`src/rtl/video_ram_scanout.sv`:
```
// video_ram_scanout: read-side master for a 1024x16 video RAM.
// Generates raster timing, fetches one 16-bit word per 16 active pixels and
// serialises it MSB-first into a 1-bit pixel stream with hsync/vsync/de.
// All outputs are delayed 3 clocks behind the raster counters.
// Optional feature macro: VRAM_PIXEL_DOUBLE_EN (2x2 pixel replication; the
// timing parameters then describe the doubled output raster).
module video_ram_scanout #(
    parameter int H_ACTIVE = 128,
    parameter int H_FP     = 8,
    parameter int H_SYNC   = 16,
    parameter int H_BP     = 8,
    parameter int V_ACTIVE = 128,
    parameter int V_FP     = 2,
    parameter int V_SYNC   = 2,
    parameter int V_BP     = 4,
    parameter bit SYNC_POL = 1'b0
) (
    input  logic        clk,
    input  logic        reset,
    output logic [9:0]  read_ad,
    output logic        read_ce,
    output logic        read_wre,
    input  logic [15:0] read_data,
    output logic        hsync,
    output logic        vsync,
    output logic        de,
    output logic        pixel,
    output logic        frame_start
);

    localparam int H_TOTAL = H_ACTIVE + H_FP + H_SYNC + H_BP;
    localparam int V_TOTAL = V_ACTIVE + V_FP + V_SYNC + V_BP;
    localparam int HW      = $clog2(H_TOTAL + 1);
    localparam int VW      = $clog2(V_TOTAL + 1);

    localparam logic [HW-1:0] HC_LAST  = HW'(H_TOTAL - 1);
    localparam logic [HW-1:0] HC_ACT   = HW'(H_ACTIVE);
    localparam logic [HW-1:0] HS_START = HW'(H_ACTIVE + H_FP);
    localparam logic [HW-1:0] HS_END   = HW'(H_ACTIVE + H_FP + H_SYNC);
    localparam logic [VW-1:0] VC_LAST  = VW'(V_TOTAL - 1);
    localparam logic [VW-1:0] VC_ACT   = VW'(V_ACTIVE);
    localparam logic [VW-1:0] VS_START = VW'(V_ACTIVE + V_FP);
    localparam logic [VW-1:0] VS_END   = VW'(V_ACTIVE + V_FP + V_SYNC);

`ifdef VRAM_PIXEL_DOUBLE_EN
    // One word covers 32 output pixels; words per stored line used for rewind.
    localparam int FETCH_BITS = 5;
    localparam logic [9:0] WORDS_PER_LINE = 10'(H_ACTIVE / 32);
`else
    localparam int FETCH_BITS = 4;
`endif

    logic [HW-1:0] hc_q, hc_d;
    logic [VW-1:0] vc_q, vc_d;
    logic [9:0]    addr_q, addr_d;
    logic          hc_last_s, vc_last_s, active_s, fetch_s;
    logic          hs_raw_s, vs_raw_s, fs_raw_s;

    logic [9:0]    read_ad_q;
    logic          read_ce_q;
    logic          load_q;
    logic [2:0]    hs_pipe_q, vs_pipe_q, de_pipe_q, fs_pipe_q;
    logic [15:0]   shreg_q, shreg_d;
    logic          pixel_q, pixel_d;
    logic          shift_en_s;
`ifdef VRAM_PIXEL_DOUBLE_EN
    logic [1:0]    phase_q;
`endif

    assign hc_last_s = (hc_q == HC_LAST);
    assign vc_last_s = (vc_q == VC_LAST);
    assign active_s  = (hc_q < HC_ACT) && (vc_q < VC_ACT);
    assign fetch_s   = active_s && (hc_q[FETCH_BITS-1:0] == {FETCH_BITS{1'b0}});
    assign hs_raw_s  = ((hc_q >= HS_START) && (hc_q < HS_END)) ? SYNC_POL : ~SYNC_POL;
    assign vs_raw_s  = ((vc_q >= VS_START) && (vc_q < VS_END)) ? SYNC_POL : ~SYNC_POL;
    assign fs_raw_s  = (hc_q == {HW{1'b0}}) && (vc_q == {VW{1'b0}});

    // Next-state for raster counters and the linear fetch address.
    always_comb begin
        hc_d   = hc_q + HW'(1);
        vc_d   = vc_q;
        addr_d = addr_q;
        if (hc_last_s) begin
            hc_d = {HW{1'b0}};
            if (vc_last_s) begin
                vc_d = {VW{1'b0}};
            end else begin
                vc_d = vc_q + VW'(1);
            end
        end else begin
            vc_d = vc_q;
        end
        // Frame wrap clears the address ahead of any increment.
        if (hc_last_s && vc_last_s) begin
            addr_d = 10'd0;
        end else if (fetch_s) begin
            addr_d = addr_q + 10'd1;
`ifdef VRAM_PIXEL_DOUBLE_EN
        end else if (hc_last_s && (vc_q < VC_ACT) && (vc_q[0] == 1'b0)) begin
            // Even output line done: step back so the odd line repeats it.
            addr_d = addr_q - WORDS_PER_LINE;
`endif
        end else begin
            addr_d = addr_q;
        end
    end

    // Raster counter and fetch address registers.
    always_ff @(posedge clk or posedge reset) begin
        if (reset) begin
            hc_q   <= {HW{1'b0}};
            vc_q   <= {VW{1'b0}};
            addr_q <= 10'd0;
        end else begin
            hc_q   <= hc_d;
            vc_q   <= vc_d;
            addr_q <= addr_d;
        end
    end

    // RAM read strobe/address and the 3-stage timing delay pipe.
    always_ff @(posedge clk or posedge reset) begin
        if (reset) begin
            read_ad_q <= 10'd0;
            read_ce_q <= 1'b0;
            load_q    <= 1'b0;
            hs_pipe_q <= {3{~SYNC_POL}};
            vs_pipe_q <= {3{~SYNC_POL}};
            de_pipe_q <= 3'b000;
            fs_pipe_q <= 3'b000;
        end else begin
            read_ce_q <= fetch_s;
            if (fetch_s) begin
                read_ad_q <= addr_q;
            end else begin
                read_ad_q <= read_ad_q;
            end
            load_q    <= read_ce_q;
            hs_pipe_q <= {hs_pipe_q[1:0], hs_raw_s};
            vs_pipe_q <= {vs_pipe_q[1:0], vs_raw_s};
            de_pipe_q <= {de_pipe_q[1:0], active_s};
            fs_pipe_q <= {fs_pipe_q[1:0], fs_raw_s};
        end
    end

`ifdef VRAM_PIXEL_DOUBLE_EN
    // Pixel-pair phase aligned with the shifter stage (hc[0] delayed 2).
    always_ff @(posedge clk or posedge reset) begin
        if (reset) begin
            phase_q <= 2'b00;
        end else begin
            phase_q <= {phase_q[0], hc_q[0]};
        end
    end
    assign shift_en_s = (phase_q[1] == 1'b0);
`else
    assign shift_en_s = 1'b1;
`endif

    // Shifter next state: load on data arrival, else shift; blank outside de.
    always_comb begin
        shreg_d = shreg_q;
        pixel_d = 1'b0;
        if (load_q) begin
            shreg_d = read_data;
        end else if (shift_en_s) begin
            shreg_d = {shreg_q[14:0], 1'b0};
        end else begin
            shreg_d = shreg_q;
        end
        if (de_pipe_q[1]) begin
            pixel_d = shreg_d[15];
        end else begin
            pixel_d = 1'b0;
        end
    end

    // Shift register and registered pixel output.
    always_ff @(posedge clk or posedge reset) begin
        if (reset) begin
            shreg_q <= 16'h0000;
            pixel_q <= 1'b0;
        end else begin
            shreg_q <= shreg_d;
            pixel_q <= pixel_d;
        end
    end

    assign read_ad     = read_ad_q;
    assign read_ce     = read_ce_q;
    assign read_wre    = 1'b0;
    assign hsync       = hs_pipe_q[2];
    assign vsync       = vs_pipe_q[2];
    assign de          = de_pipe_q[2];
    assign pixel       = pixel_q;
    assign frame_start = fs_pipe_q[2];

endmodule

```
`config.mk`:
```
export PLATFORM = sky130hd
export DESIGN_NAME = video_ram_scanout
export DESIGN_NICKNAME = d
export VERILOG_FILES = /design/src/rtl/video_ram_scanout.sv
export SDC_FILE = /design/constraint.sdc
export NUM_CORES = 1
export LEC_CHECK = 0
export BUFFER_PORTS_ARGS = -buffer_cell sky130_fd_sc_hd__buf_2
export CAP_MARGIN = 20
export CORE_MARGIN = 5
export CORE_UTILIZATION = 61
export DETAILED_ROUTE_END_ITERATION = 10
export GPL_TIMING_DRIVEN = 1
export PLACE_DENSITY = 0.82
export SYNTH_ARGS = -nofsm -noshare
export SYNTH_HDL_FRONTEND = slang
export SYNTH_SLANG_ARGS = --single-unit
```
`constraint.sdc`:
```
create_clock -name clk -period 4.18 [get_ports clk]
set_input_delay 0 -clock clk [delete_from_list [all_inputs] [get_ports clk]]
set_output_delay 0 -clock clk [all_outputs]
set_load 0.02 [all_outputs]
```
# Word-level counts from Yosys, hierarchy flattened
# Cells that the tools add are included.
[totals]
regBits = 66
in_bits = 18
wordCells = 41
[op_classes]
addsub = 3
order_cmp = 6
n_eq_ne = 2
muxes = 8
n_reduce_logical = 10
[ops]
columns = ["op", "n"]
rows = [
  ["$lt 8x8->1 const B", 4],
  ["$mux 10", 2],
  ["$add 8x1->8 const B", 2],
  ["$eq 8x8->1 const B", 2],
  ["$ge 8x8->1 const B", 2],
  ["$logic_not 8->1", 2],
  ["$mux 16", 1],
  ["$mux 8", 2],
  ["$add 10x1->10 const B", 1],
  ["$logic_and 1x1->1", 6],
  ["$logic_not 4->1", 1],
  ["$mux 1", 3],
  ["$reduce_bool 2->1", 1],
]

# Logic depth before layout (Yosys ltp)
# Gate-level depths: netlist of run 1.
[logic_depth]
word_depth = 5
depth_mapped = 7

# Least setup slack after synthesis of run 1
# Ideal clock, no wire load.
[synth_timing]
path_kind = "register -> register"
startpoint = "register hc_q[0]"
endpoint = "register read_ad_q[0], in the netlist read_ad[0]"
t_arrival_ns = 1.720
path_slack_ns = 2.336
stages_incl_launch_ff = 7
path_cell_list = "dfrtp_1 > inv_1 > ha_1 > or4b_4 > nor2_8 > buf_12 > mux2_2"
[synth_via]
elab_chain_cells = 3
elab_cells_between_ends = 4
[synth_lines]
columns = ["element", "line", "text"]
rows = [
  ["start, declared", "53", "logic [HW-1:0] hc_q, hc_d;"],
  ["start signal, assigned", "111", "hc_q <= {HW{1'b0}};"],
  ["$lt 8x8->1", "72", "assign active_s = (hc_q < HC_ACT) && (vc_q < VC_ACT);"],
  ["$logic_and 1x1->1", "72", ""],
  ["$logic_and 1x1->1 (*)", "73", "assign fetch_s = active_s && (hc_q[FETCH_BITS-1:0] == {FETCH_BITS{1'b0}});"],
  ["net fetch_s", "56", "logic hc_last_s, vc_last_s, active_s, fetch_s;"],
  ["end signal, assigned", "134", "read_ad_q <= addr_q;"],
  ["end signal, assigned", "136", "read_ad_q <= read_ad_q;"],
  ["end, declared", "59", "logic [9:0] read_ad_q;"],
]
# The timed path passes the listed nets; every way through them passes the cells marked *.
# A chain may end at the register's enable or synchronous reset.

# Worst setup path in the final report of run 1
[layout_timing]
startpoint = "register hc_q[5]"
endpoint = "register vc_q[4]"
[layout_via]
elab_chain_cells = 1
[layout_lines]
columns = ["element", "line", "text"]
rows = [
  ["$eq 8x8->1", "70", "assign hc_last_s = (hc_q == HC_LAST);"],
  ["end signal, assigned", "112", "vc_q <= {VW{1'b0}};"],
  ["end signal, assigned", "116", "vc_q <= vc_d;"],
  ["end, declared", "54", "logic [VW-1:0] vc_q, vc_d;"],
]
# Every way passes these cells.

==> Implementation_results.wiki, run 1 <==
{| class="wikitable"
! Metric !! Value
|-
| Run status || finished, final reports clean
|-
| Startpoint types || flip-flop
|-
| Final hold vios || 0
|-
| Vias after detailed routing || around 1,800
|-
| Startpoint of the worst setup timing path || hc_q[5]
|-
| Reg-to-Reg End || vc_q[4]
|-
| Number of instances resized during post-cts repair || 0
|-
| Worst Setup Path Type || reg2reg
|-
| Detailed-route wire length || 5130 µm
|-
| XOR/XNOR Fraction of Synth Area || 0.0606
|-
| DR pass1 iterations || 4
|-
| Slew Viols, Final || 0
|-
| Worst r2r path cells || 4
|-
| Category of the worst setup path capture point || flip-flop
|-
| Largest fanout of any net on the critical path || 11
|-
| Utilization of the core after routing || 0.755
|-
| Clock tree from TritonCTS || yes
|-
| Placed wire-length estimate after detailed placement || ~3200 µm
|-
| Proportion of netlist area held by the largest area contributor || 0.547
|-
| Final setup vio count || 0
|-
| Clock share of power || 0.441
|-
| Share of flip-flops with an asynchronous set or reset || 1.00
|-
| Highest achievable clock rate || roughly 500 MHz
|-
| Total buffers and inverters traversed by the critical path || 0
|-
| Unrepaired setup endpoints after global routing || false
|-
| Count of distinct cell types in the synthesized netlist || 39
|-
| Multiplexer fraction of the synthesized cell area || 0.105
|-
| Total number of H-tree levels || 3
|-
| Number of buffers added on ports || 33
|-
| Number of nets at the end of the flow || about 290
|-
| Arrival time worst endpoint || around 2.2 ns
|-
| Synthesized Nets || between 200 and 250
|-
| Combinational share of power || 0.029
|-
| Area of the die || around 6000 µm²
|-
| Post-synthesis register bit count || 66
|-
| Congestion Overflow GR || 0
|-
| Die width || 77.1 µm
|-
| Routability-driven placement congestion ratio || 0.828
|-
| Data required time of the critical path || between 4 and 5 ns
|-
| Final standard cell area without fillers || around 3300 µm²
|-
| Share of the synthesized area in compound gates (AO/OA/AOI/OAI) || 0.0191
|-
| Diode count || 0
|-
| Fraction of power spent switching nets || 0.215
|-
| Cell depth of the worst min-delay path || 0
|-
| Launch instance of the worst min-delay path || fs_pipe_q[0]
|-
| Portion of the post-synthesis area used by sequential elements || 0.604
|-
| Adder and majority gate portion of the synthesized area || 0.0228
|-
| Initial drt markers || between 100 and 150
|-
| Clk Tree Root Cell || sky130_fd_sc_hd__clkbuf_8
|-
| Number of global-route vias before repair || about 1,900
|-
| Fin Setup TNS || 0 ns
|-
| Number of synthesized flops with an enable pin || 0
|-
| Endpoint of the worst hold-timing path || fs_pipe_q[1]
|-
| Worst-case clock buffer depth || 2
|-
| Startpoint of the lowest-slack register-to-register path || hc_q[5]
|-
| Reg area || between 1500 and 2000 µm²
|-
| Largest net degree at the start of global routing || between 60 and 70
|-
| Number of buffers created by CTS || 9
|-
| Antenna-violating nets left || 0
|-
| Die Ht || roughly 77 µm
|-
| DRC errors left || 0
|-
| Clock period minus final worst setup slack || between 1.5 and 2 ns
|-
| Final clock period utilization by the worst path || 0.476
|-
| Post-DR wirelength/cell || 15.9 µm
|-
| Power spent charging and discharging nets || approximately 260 µW
|-
| Flop pwr share || 0.529
|-
| I/O pin total || 35
|-
| Pin slew with the least headroom to its limit || around 0.8 ns
|-
| Post-placement setup slack || 2.19 ns
|-
| Fill cell instance count of the final layout || 290
|-
| Worst clock skew || 0.00835 ns
|-
| Number of clock sinks || 66
|-
| Max rail drop VDD || around 0.23 mV
|-
| Fraction of layout cells with a size suffix above 1 || 0.325
|-
| Synthesized area per cell || ~13 µm²
|-
| Int Pwr || about 950 µW
|-
| Gate Count Post-Synth || between 200 and 250
|-
| Cell-by-cell listing of the critical path || or3b_2 -> nor2_1 -> nand4_1 -> xnor2_1
|-
| Insertion delay to the later sink of the worst-skew pair || 0.34 ns
|-
| Top library cells by usage in the layout, fill and taps aside || sky130_fd_sc_hd__dfrtp_1 (60), sky130_fd_sc_hd__buf_2 (33), sky130_fd_sc_hd__mux2_2 (23)
|-
| Antenna violations before repair || 0
|-
| Max-cap violations || 0
|-
| Pwr per Cell Area || around 370 nW/µm²
|-
| Core region area || 4350 µm²
|-
| HP Class || reg2reg
|-
| Synthesized area || about 2700 µm²
|-
| Worst path setup slack after routing || 2.19 ns
|-
| Clock slew at the register clock pins of the worst setup and hold paths || approximately 0.070 ns
|-
| Slew Limit Headroom || 0.467
|-
| Largest incremental delay on the critical path || 0.55 ns
|-
| Mean number of vias per cell || about 5.4
|-
| Area leader, netlist || sky130_fd_sc_hd__dfrtp_1
|-
| Placed Instance Area || 2920 µm²
|-
| Leakage || 0.00154 µW
|-
| Critical path's top delay family || simple AND/OR/NAND/NOR gates
|-
| Global-route wire length before repair || a little over 9000 µm
|-
| Largest family of logic cells by synthesized area || simple AND/OR/NAND/NOR gates
|-
| Simple-Gate Fraction of Synth Area || 0.149
|-
| Leading cell type in the layout, fill and taps excluded || sky130_fd_sc_hd__dfrtp_1
|-
| Cells taking the most area after synthesis || sky130_fd_sc_hd__dfrtp_1 (55%), sky130_fd_sc_hd__mux2_2 (9.4%), sky130_fd_sc_hd__dfstp_2 (5.7%), sky130_fd_sc_hd__xnor2_1 (4.8%), sky130_fd_sc_hd__ha_1 (2.3%)
|-
| GRT Resource Usage Total || 0.192
|-
| Initial Util || 0.630
|-
| Placement row count || 24
|-
| Synthesis warning total || 0
|-
| Top flip-flop cell by instance count after synthesis || sky130_fd_sc_hd__dfrtp_1
|-
| Area of the multi-input gates || between 900 and 1000 µm²
|-
| R2r setup slk || ~2.2 ns
|-
| Critical Path Slowest Stage Cell || sky130_fd_sc_hd__or3b_2
|-
| Area added between synthesis and finish || 19.8%
|}
logic make-up after synthesis:
kind of cell / count (synthesis)
mux: 26
xor+xnor: 19
flops: 66
simple gates: 68
buf+inv: 19
other cells: 1
fa+ha+maj: 5
compound gates: 10
metrics by stage:
step                      hold slack [ns]  total power, µW  std cells
after detailed placement            0.217              675        290
after CTS                           0.355             1220        323
after global routing                0.358             1260        323
after floorplan                     0.134              664        214
final                               0.352             1210        323
after global placement              0.214              675        290
cell type report:
class,instances,share of cell area
flip-flops and latches,66,0.505
repair buffers,51,0.104
multi-input cells,129,0.299
inverters,9,0.0103
well taps,52,0.0198
clock buffers,10,0.0419
clock inverters,6,0.0198
sequential cells by signal, summed over array words and instances, names as in the netlist, 3 cells and up:
name / count
hs_pipe_q: 3
de_pipe_q: 3
hc_q: 8
vc_q: 8
read_ad: 10
vs_pipe_q: 3
shreg_q: 15
fs_pipe_q: 3
addr_q: 10
per-layer routing:
| layer | wire [µm] | GRT usage |
|---|---|---|
| met5 | 0 | 0 |
| met4 | 111 | 0.0773 |
| met3 | 240 | 0.0597 |
| met2 | 2450 | 0.307 |
| met1 | 2320 | 0.244 |
power by group through the flow:
| stage | logic [µW] | registers (µW) | clock network, µW |
|---|---|---|---|
| finish | 35.5 | 640 | 533 |
| global placement | 22.8 | 652 | 0 |
| global route | 40.3 | 639 | 580 |
| CTS | 35.3 | 640 | 547 |
| floorplan | 11.3 | 652 | 0 |
| detailed placement | 23.3 | 652 | 0 |
cell usage after synthesis, types with 2 or more instances:
cell                        n
sky130_fd_sc_hd__mux2_2    23
sky130_fd_sc_hd__mux2i_1    3
sky130_fd_sc_hd__nor3_1     3
sky130_fd_sc_hd__o21ai_0    7
sky130_fd_sc_hd__nor4_1     5
sky130_fd_sc_hd__a21oi_1    2
sky130_fd_sc_hd__nand3_1   11
sky130_fd_sc_hd__nor2b_1    2
sky130_fd_sc_hd__nor2_1    15
sky130_fd_sc_hd__ha_1       5
sky130_fd_sc_hd__and4_1     2
sky130_fd_sc_hd__nor3b_1    2
sky130_fd_sc_hd__dfrtp_1   60
sky130_fd_sc_hd__dfstp_2    6
sky130_fd_sc_hd__nand4_1    6
sky130_fd_sc_hd__clkbuf_1   5
sky130_fd_sc_hd__nand2_1    9
sky130_fd_sc_hd__xor2_1     4
sky130_fd_sc_hd__buf_2      2
sky130_fd_sc_hd__inv_1      9
sky130_fd_sc_hd__xnor2_1   15
worst register-to-register path, delay by kind of cell, from the launching register on:
kind          cells  cell delay (ns)
simple gates      3             1.27
flops             1             0.45
xor+xnor          1             0.15
how the worst max path moves through the flow:
stage               slack (ns)  depth (start not counted)         end
floorplan                 2.34                          6  read_ad[0]
global placement          2.23                          5  read_ad[8]
detailed placement        2.19                          5  read_ad[1]
CTS                       2.19                          5  read_ad[1]
global route              2.05                          4     vc_q[5]
finish                    2.19                          4     vc_q[4]
what timing repair did:
action / in CTS / in global routing
hold endpoints to repair: 76 / 0
setup endpoints to repair: 0 / 0
setup buffers: 0 / 0
hold buffers: 17 / 0
No activity file was read; power rests on OpenSTA's default activity.
==> run 2: changes to the inputs <==
- CORE_UTILIZATION: 61 -> 51
- PLACE_DENSITY: 0.82 -> 0.73
- clock period: 4.18 -> 1.7 ns (I/O delays scaled with it)
==> run 2 against run 1 <==
The run now ends with negative setup slack left. Flip-flop and latch count did not move. Cell count rose by 16%. Clock power rose to 2.6 times the previous value. Sequential power rose by 150%. Critical path depth rose by 6. Clock skew fell by 0.0025 ns. Worst setup slack got worse by 2.3 ns. Total power rose to 2.5 times the previous value. Register-to-register slack got worse by 2.3 ns. Clock-buffer cell count rose by 1. Maximum frequency rose by 8.7%. Combinational power rose to 2.6 times the previous value. Critical endpoint is now hc_q[5]. Largest cell class unchanged.
==> Implementation_results.wiki, run 2 (synthesized netlist as in run 1, its figures left out) <==
{| class="wikitable"
! Metric !! Value
|-
| Antenna-violating nets left || 0
|-
| Highest achievable clock rate || between 500 and 600 MHz
|-
| Insertion delay to the later sink of the worst-skew pair || about 0.34 ns
|-
| Core region area || a little over 5000 µm²
|-
| Reg area || ~1700 µm²
|-
| Detailed-route wire length || 6040 µm
|-
| Initial drt markers || 71
|-
| GRT Resource Usage Total || 0.175
|-
| Final hold vios || 0
|-
| Worst Setup Path Type || reg2reg
|-
| Data required time of the critical path || just under 2 ns
|-
| Max rail drop VDD || roughly 0.6 mV
|-
| Number of buffers added on ports || 33
|-
| Clock period minus final worst setup slack || between 1.5 and 2 ns
|-
| Area of the multi-input gates || around 1200 µm²
|-
| I/O pin total || 35
|-
| Utilization of the core after routing || 0.732
|-
| Overall power || approximately 3000 µW
|-
| Area added between synthesis and finish || 37.9%
|-
| Antenna violations before repair || 0
|-
| Worst clock skew || 0.00582 ns
|-
| Final setup vio count || 15
|-
| Vias after detailed routing || 1,916
|-
| Arrival time worst endpoint || between 2 and 2.5 ns
|-
| Clock slew at the register clock pins of the worst setup and hold paths || 0.07 ns
|-
| Routability-driven placement congestion ratio || a little under 0.8
|-
| Unrepaired setup endpoints after global routing || true
|-
| Leakage || about 0.0018 µW
|-
| Number of nets at the end of the flow || ~320
|-
| Initial Util || 0.531
|-
| Final clock period utilization by the worst path || 1.08
|-
| Worst path setup slack after routing || -0.129 ns
|-
| Area of the die || about 6900 µm²
|-
| Run status || finished with violations
|-
| Placed wire-length estimate after detailed placement || around 3200 µm
|-
| Slew Viols, Final || 0
|-
| Max-cap violations || 0
|-
| Leading cell type in the layout, fill and taps excluded || sky130_fd_sc_hd__dfrtp_1
|-
| Number of global-route vias before repair || just under 2,000
|-
| Fraction of layout cells with a size suffix above 1 || 0.454
|-
| Die width || 83.4 µm
|-
| R2r setup slk || -0.13 ns
|-
| DRC errors left || 0
|-
| Top library cells by usage in the layout, fill and taps aside || sky130_fd_sc_hd__dfrtp_1 (60), sky130_fd_sc_hd__buf_2 (33), sky130_fd_sc_hd__buf_4 (23)
|-
| Pwr per Cell Area || between 800 and 900 nW/µm²
|-
| Worst-case clock buffer depth || 2
|-
| Startpoint types || flip-flop
|-
| Largest net degree at the start of global routing || 67
|-
| Number of flip-flops in the largest register || 15
|-
| Mean number of vias per cell || 5.12
|-
| Die Ht || approximately 83 µm
|-
| Number of clock sinks || 66
|-
| Diode count || 0
|-
| DR pass1 iterations || 4
|-
| Post-DR wirelength/cell || between 15 and 20 µm
|-
| Number of buffers created by CTS || 9
|-
| Fill cell instance count of the final layout || a little over 300
|-
| Congestion Overflow GR || 0
|-
| Most flops, register || shreg_q
|-
| Clock tree from TritonCTS || yes
|-
| Largest fanout of any net on the critical path || 2
|-
| Placement row count || 26
|-
| Violations in the final reports || negative setup slack
|-
| Category of the worst setup path capture point || flip-flop
|-
| Global-route wire length before repair || around 9600 µm
|-
| Clk Tree Root Cell || sky130_fd_sc_hd__clkbuf_8
|-
| HP Class || in2async
|-
| Worst r2r path cells || 10
|-
| Total number of H-tree levels || 3
|}
-- run 2: cell types whose count changed in the layout (fill, tap and decap cells not counted), sizes merged --
cell,before,now
buf,34,67
clkinv,3,0
clkinvlp,1,3
clkbuf,10,11
-- run 2: report_power, final --
part           internal [µW]  switching [µW]  total (µW)
combinational           45.9            46.4        92.3
sequential              1570           0.760        1570
clock                    761             604        1370
-- run 2: area by class of cell --
class / instances / share of cell area
clock buffers: 11 / 0.0400
clock inverters: 5 / 0.0162
inverters: 9 / 0.00893
multi-input cells: 129 / 0.304
flip-flops and latches: 66 / 0.438
well taps: 70 / 0.0231
repair buffers: 84 / 0.169
-- run 2: path summary, 6_finish.rpt --
check | start | to
max in group asynchronous | reset | hs_pipe_q[0]
worst min-delay path | reset | vc_q[6]
worst max register to register | hc_q[1] | hc_q[5]
min in group clk | de_pipe_q[0] | de_pipe_q[1]
worst max-delay path | hc_q[1] | hc_q[5]
worst min register to register | de_pipe_q[0] | de_pipe_q[1]
-- run 2: through the flow --
stage | setup TNS, ns | cells | hold WS (ns) | cell area (µm²) | worst slack, ns
3_5_place_dp | -2.01 | 324 | 0.0958 | 3070 | -0.185
4_1_cts | -0.977 | 368 | 0.262 | 3600 | -0.0936
5_1_grt | -2.28 | 374 | 0.300 | 3780 | -0.146
2_1_floorplan | -0.882 | 214 | 0.134 | 2750 | -0.144
6_report | -1.45 | 374 | 0.262 | 3780 | -0.129
3_3_place_gp | -1.34 | 324 | 0.0924 | 3070 | -0.132
-- run 2: layer usage --
| layer | vias to the layer above | global-route usage | share of wire | routed length [µm] |
|---|---|---|---|---|
| met5 | - | 0 | 0 | 0 |
| met4 | 0 | 0.0565 | 0.024 | 143 |
| met3 | 13 | 0.0723 | 0.049 | 297 |
| met2 | 49 | 0.273 | 0.51 | 3070 |
| met1 | 952 | 0.222 | 0.42 | 2530 |
| li1 | 902 | - | - | - |
-- run 2: critical path, cell delays in order (launching register included) --
cell                      delay (ns)
sky130_fd_sc_hd__dfrtp_1        0.38
sky130_fd_sc_hd__inv_2          0.07
sky130_fd_sc_hd__buf_4          0.13
sky130_fd_sc_hd__buf_4          0.12
sky130_fd_sc_hd__buf_4          0.12
sky130_fd_sc_hd__buf_4          0.12
sky130_fd_sc_hd__buf_4          0.12
sky130_fd_sc_hd__buf_4          0.12
sky130_fd_sc_hd__nor3_1         0.33
sky130_fd_sc_hd__xnor2_1        0.17
sky130_fd_sc_hd__nor2_1         0.05
-- run 2: what timing repair did --
action                                  CTS  global route
cloned                                    0             1
setup buffers                            11             6
hold endpoints to repair                 82             0
pin swaps                                 1            12
endpoints found under the setup margin   15            32
hold buffers                             17             0
resized for setup                        18            29
==> run 3: changes to the inputs <==
- SETUP_SLACK_MARGIN: unset -> 0.15
==> run 3 against run 2 <==
Die area unchanged. Worst setup slack worse by 0.034 ns. First-iteration DRC count up 11%. The run still ends with negative setup slack left. Via count up 0.37%. Worst hold slack better by 0.026 ns. Sequential power about the same.
==> Implementation_results.wiki, run 3 (synthesized netlist as in run 1, its figures left out) <==
{| class="wikitable"
! Metric !! Value
|-
| Run status || finished with violations
|-
| Violations in the final reports || negative setup slack
|-
| Leakage || 0.00177 µW
|-
| Number of flip-flops in the largest register || 15
|-
| Detailed-routing wirelength on met1 || between 2000 and 3000 µm
|-
| Largest fanout of any net on the critical path || 3
|-
| Worst path setup slack after routing || -0.163 ns
|-
| Clock tree from TritonCTS || yes
|-
| Largest net degree at the start of global routing || 67
|-
| Vias after detailed routing || just under 2,000
|-
| Routability-driven placement congestion ratio || 0.786
|-
| Die Ht || approximately 83 µm
|-
| I/O pin total || 35
|-
| Slew Viols, Final || 0
|-
| Max-cap violations || 0
|-
| Category of the worst setup path capture point || flip-flop
|-
| Core region area || just over 5000 µm²
|-
| Highest metal layer used by the detailed router || met4
|-
| Unrepaired setup endpoints after global routing || true
|-
| HP Class || in2async
|-
| Data required time of the critical path || roughly 1.9 ns
|-
| Area of the die || between 6000 and 7000 µm²
|-
| Final setup vio count || 19
|-
| Total number of H-tree levels || 3
|-
| Placement row count || 26
|-
| Area of the multi-input gates || 1200 µm²
|-
| Number of clock sinks || 66
|-
| Clk Tree Root Cell || sky130_fd_sc_hd__clkbuf_8
|-
| Met2 wire length || between 3000 and 4000 µm
|-
| Global-route wire length before repair || between 9000 and 10,000 µm
|-
| Number of global-route vias before repair || 2,050
|-
| Post-DR wirelength/cell || between 15 and 20 µm
|-
| Worst clock skew || roughly 0.012 ns
|-
| GRT Resource Usage Total || 0.180
|-
| Slew Limit Headroom || 0.667
|-
| Int Pwr || ~2400 µW
|-
| Placed wire-length estimate after detailed placement || about 3300 µm
|-
| Initial Util || 0.531
|-
| Insertion delay to the later sink of the worst-skew pair || about 0.34 ns
|-
| Initial drt markers || 79
|-
| Congestion Overflow GR || 0
|-
| Placed Instance Area || just over 3000 µm²
|-
| Diode count || 0
|-
| Number of nets at the end of the flow || around 320
|-
| Fill cell instance count of the final layout || approximately 330
|-
| Fraction of power spent switching nets || 0.201
|-
| Highest achievable clock rate || 537 MHz
|-
| Reg area || about 1700 µm²
|-
| Number of buffers created by CTS || 9
|-
| Antenna violations before repair || 0
|-
| Arrival time worst endpoint || approximately 2.1 ns
|-
| Pwr per Cell Area || between 800 and 900 nW/µm²
|-
| Combinational share of power || 0.030
|-
| Area added between synthesis and finish || 38.7%
|-
| Final standard cell area without fillers || 3810 µm²
|-
| Clock share of power || 0.454
|-
| Worst r2r path cells || 6
|-
| Flop pwr share || 0.516
|-
| Die width || 83.4 µm
|-
| Max rail drop VDD || roughly 0.64 mV
|-
| Clock period minus final worst setup slack || 1.86 ns
|-
| DR pass1 iterations || 4
|-
| Final clock period utilization by the worst path || 1.10
|-
| Number of buffers added on ports || 33
|-
| Worst-case clock buffer depth || 2
|-
| Startpoint types || flip-flop
|-
| DRC errors left || 0
|-
| Worst Setup Path Type || reg2reg
|-
| Clock slew at the register clock pins of the worst setup and hold paths || roughly 0.070 ns
|-
| Leading cell type in the layout, fill and taps excluded || sky130_fd_sc_hd__dfrtp_1
|-
| Most flops, register || shreg_q
|-
| Pin slew with the least headroom to its limit || about 0.49 ns
|-
| Fraction of layout cells with a size suffix above 1 || 0.465
|-
| Mean number of vias per cell || about 5.2
|-
| Top library cells by usage in the layout, fill and taps aside || sky130_fd_sc_hd__dfrtp_1 (60), sky130_fd_sc_hd__buf_2 (33), sky130_fd_sc_hd__buf_4 (18)
|-
| Power spent charging and discharging nets || just over 600 µW
|-
| Final hold vios || 0
|-
| Total length of routed met3 wires || between 200 and 250 µm
|-
| Antenna-violating nets left || 0
|-
| Detailed-route wire length || just over 6000 µm
|-
| Utilization of the core after routing || 0.736
|}
==> run 3: changes by cell type in the layout (fill, tap and decap cells not counted), sizes merged <==
cell	delta
clkinvlp	-1
bufinv	+1
nor2	+1
clkbuf	-1
inv	-2
clkinv	+3
buf	-4
==> run 3: area by class of cell <==
cell class	count	share of cell area
multi-input cells	130	0.315
clock buffers	10	0.0335
well taps	70	0.0230
repair buffers	80	0.161
flip-flops and latches	66	0.436
inverters	9	0.00986
clock inverters	6	0.0217
==> run 3: worst paths after layout <==
path,startpoint,end,slack (ns)
min in group clk,fs_pipe_q[1],fs_pipe_q[2],0.35
max reg2reg,hc_q[1],read_ad[4],-0.16
min,reset,de_pipe_q[2],0.29
max,hc_q[1],read_ad[4],-0.16
max in group asynchronous,reset,hs_pipe_q[0],1.10
min reg2reg,fs_pipe_q[1],fs_pipe_q[2],0.35
==> run 3: stage by stage <==
| step | power, µW | hold slack, ns | instances | worst slack, ns | setup TNS [ns] |
|---|---|---|---|---|---|
| after global placement | 1660 | 0.117 | 325 | -0.103 | -1.10 |
| after global routing | 3160 | 0.341 | 371 | -0.228 | -3.69 |
| after floorplan | 1630 | 0.134 | 214 | -0.144 | -0.882 |
| after CTS | 3080 | 0.295 | 366 | -0.0956 | -1.07 |
| final | 3050 | 0.288 | 371 | -0.163 | -2.04 |
| after detailed placement | 1670 | 0.119 | 325 | -0.125 | -1.39 |
==> run 3: power by group through the flow <==
| stage | combinational, µW | clock, µW | sequential (µW) |
|---|---|---|---|
| after floorplan | 28.4 | 0 | 1600 |
| after detailed placement | 62.6 | 0 | 1600 |
| final | 92.1 | 1390 | 1570 |
| after CTS | 92.2 | 1420 | 1570 |
| after global placement | 62.0 | 0 | 1600 |
| after global routing | 103 | 1490 | 1570 |
==> run 3: worst max-delay path: stages (launching register included) <==
cell	delay, ns
sky130_fd_sc_hd__dfrtp_1	0.40
sky130_fd_sc_hd__inv_2	0.09
sky130_fd_sc_hd__ha_4	0.14
sky130_fd_sc_hd__or4b_4	0.53
sky130_fd_sc_hd__nor2_4	0.17
sky130_fd_sc_hd__buf_6	0.13
sky130_fd_sc_hd__mux2_4	0.29
==> run 3: repair_timing <==
action / 4_1_cts / 5_1_grt
resized for setup: 42 / 17
buffers inserted: 6 / 5
gates cloned: 2 / 0
endpoints found under the hold margin: 76 / 0
endpoints found under the setup margin: 31 / 32
hold buffers: 17 / 0
pin swaps: 7 / 7
==> run 3: routing by layer <==
layer	up-vias	track usage
li1	898	-
met1	975	0.230
met2	40	0.288
met3	10	0.0495
met4	0	0.0743
met5	-	0
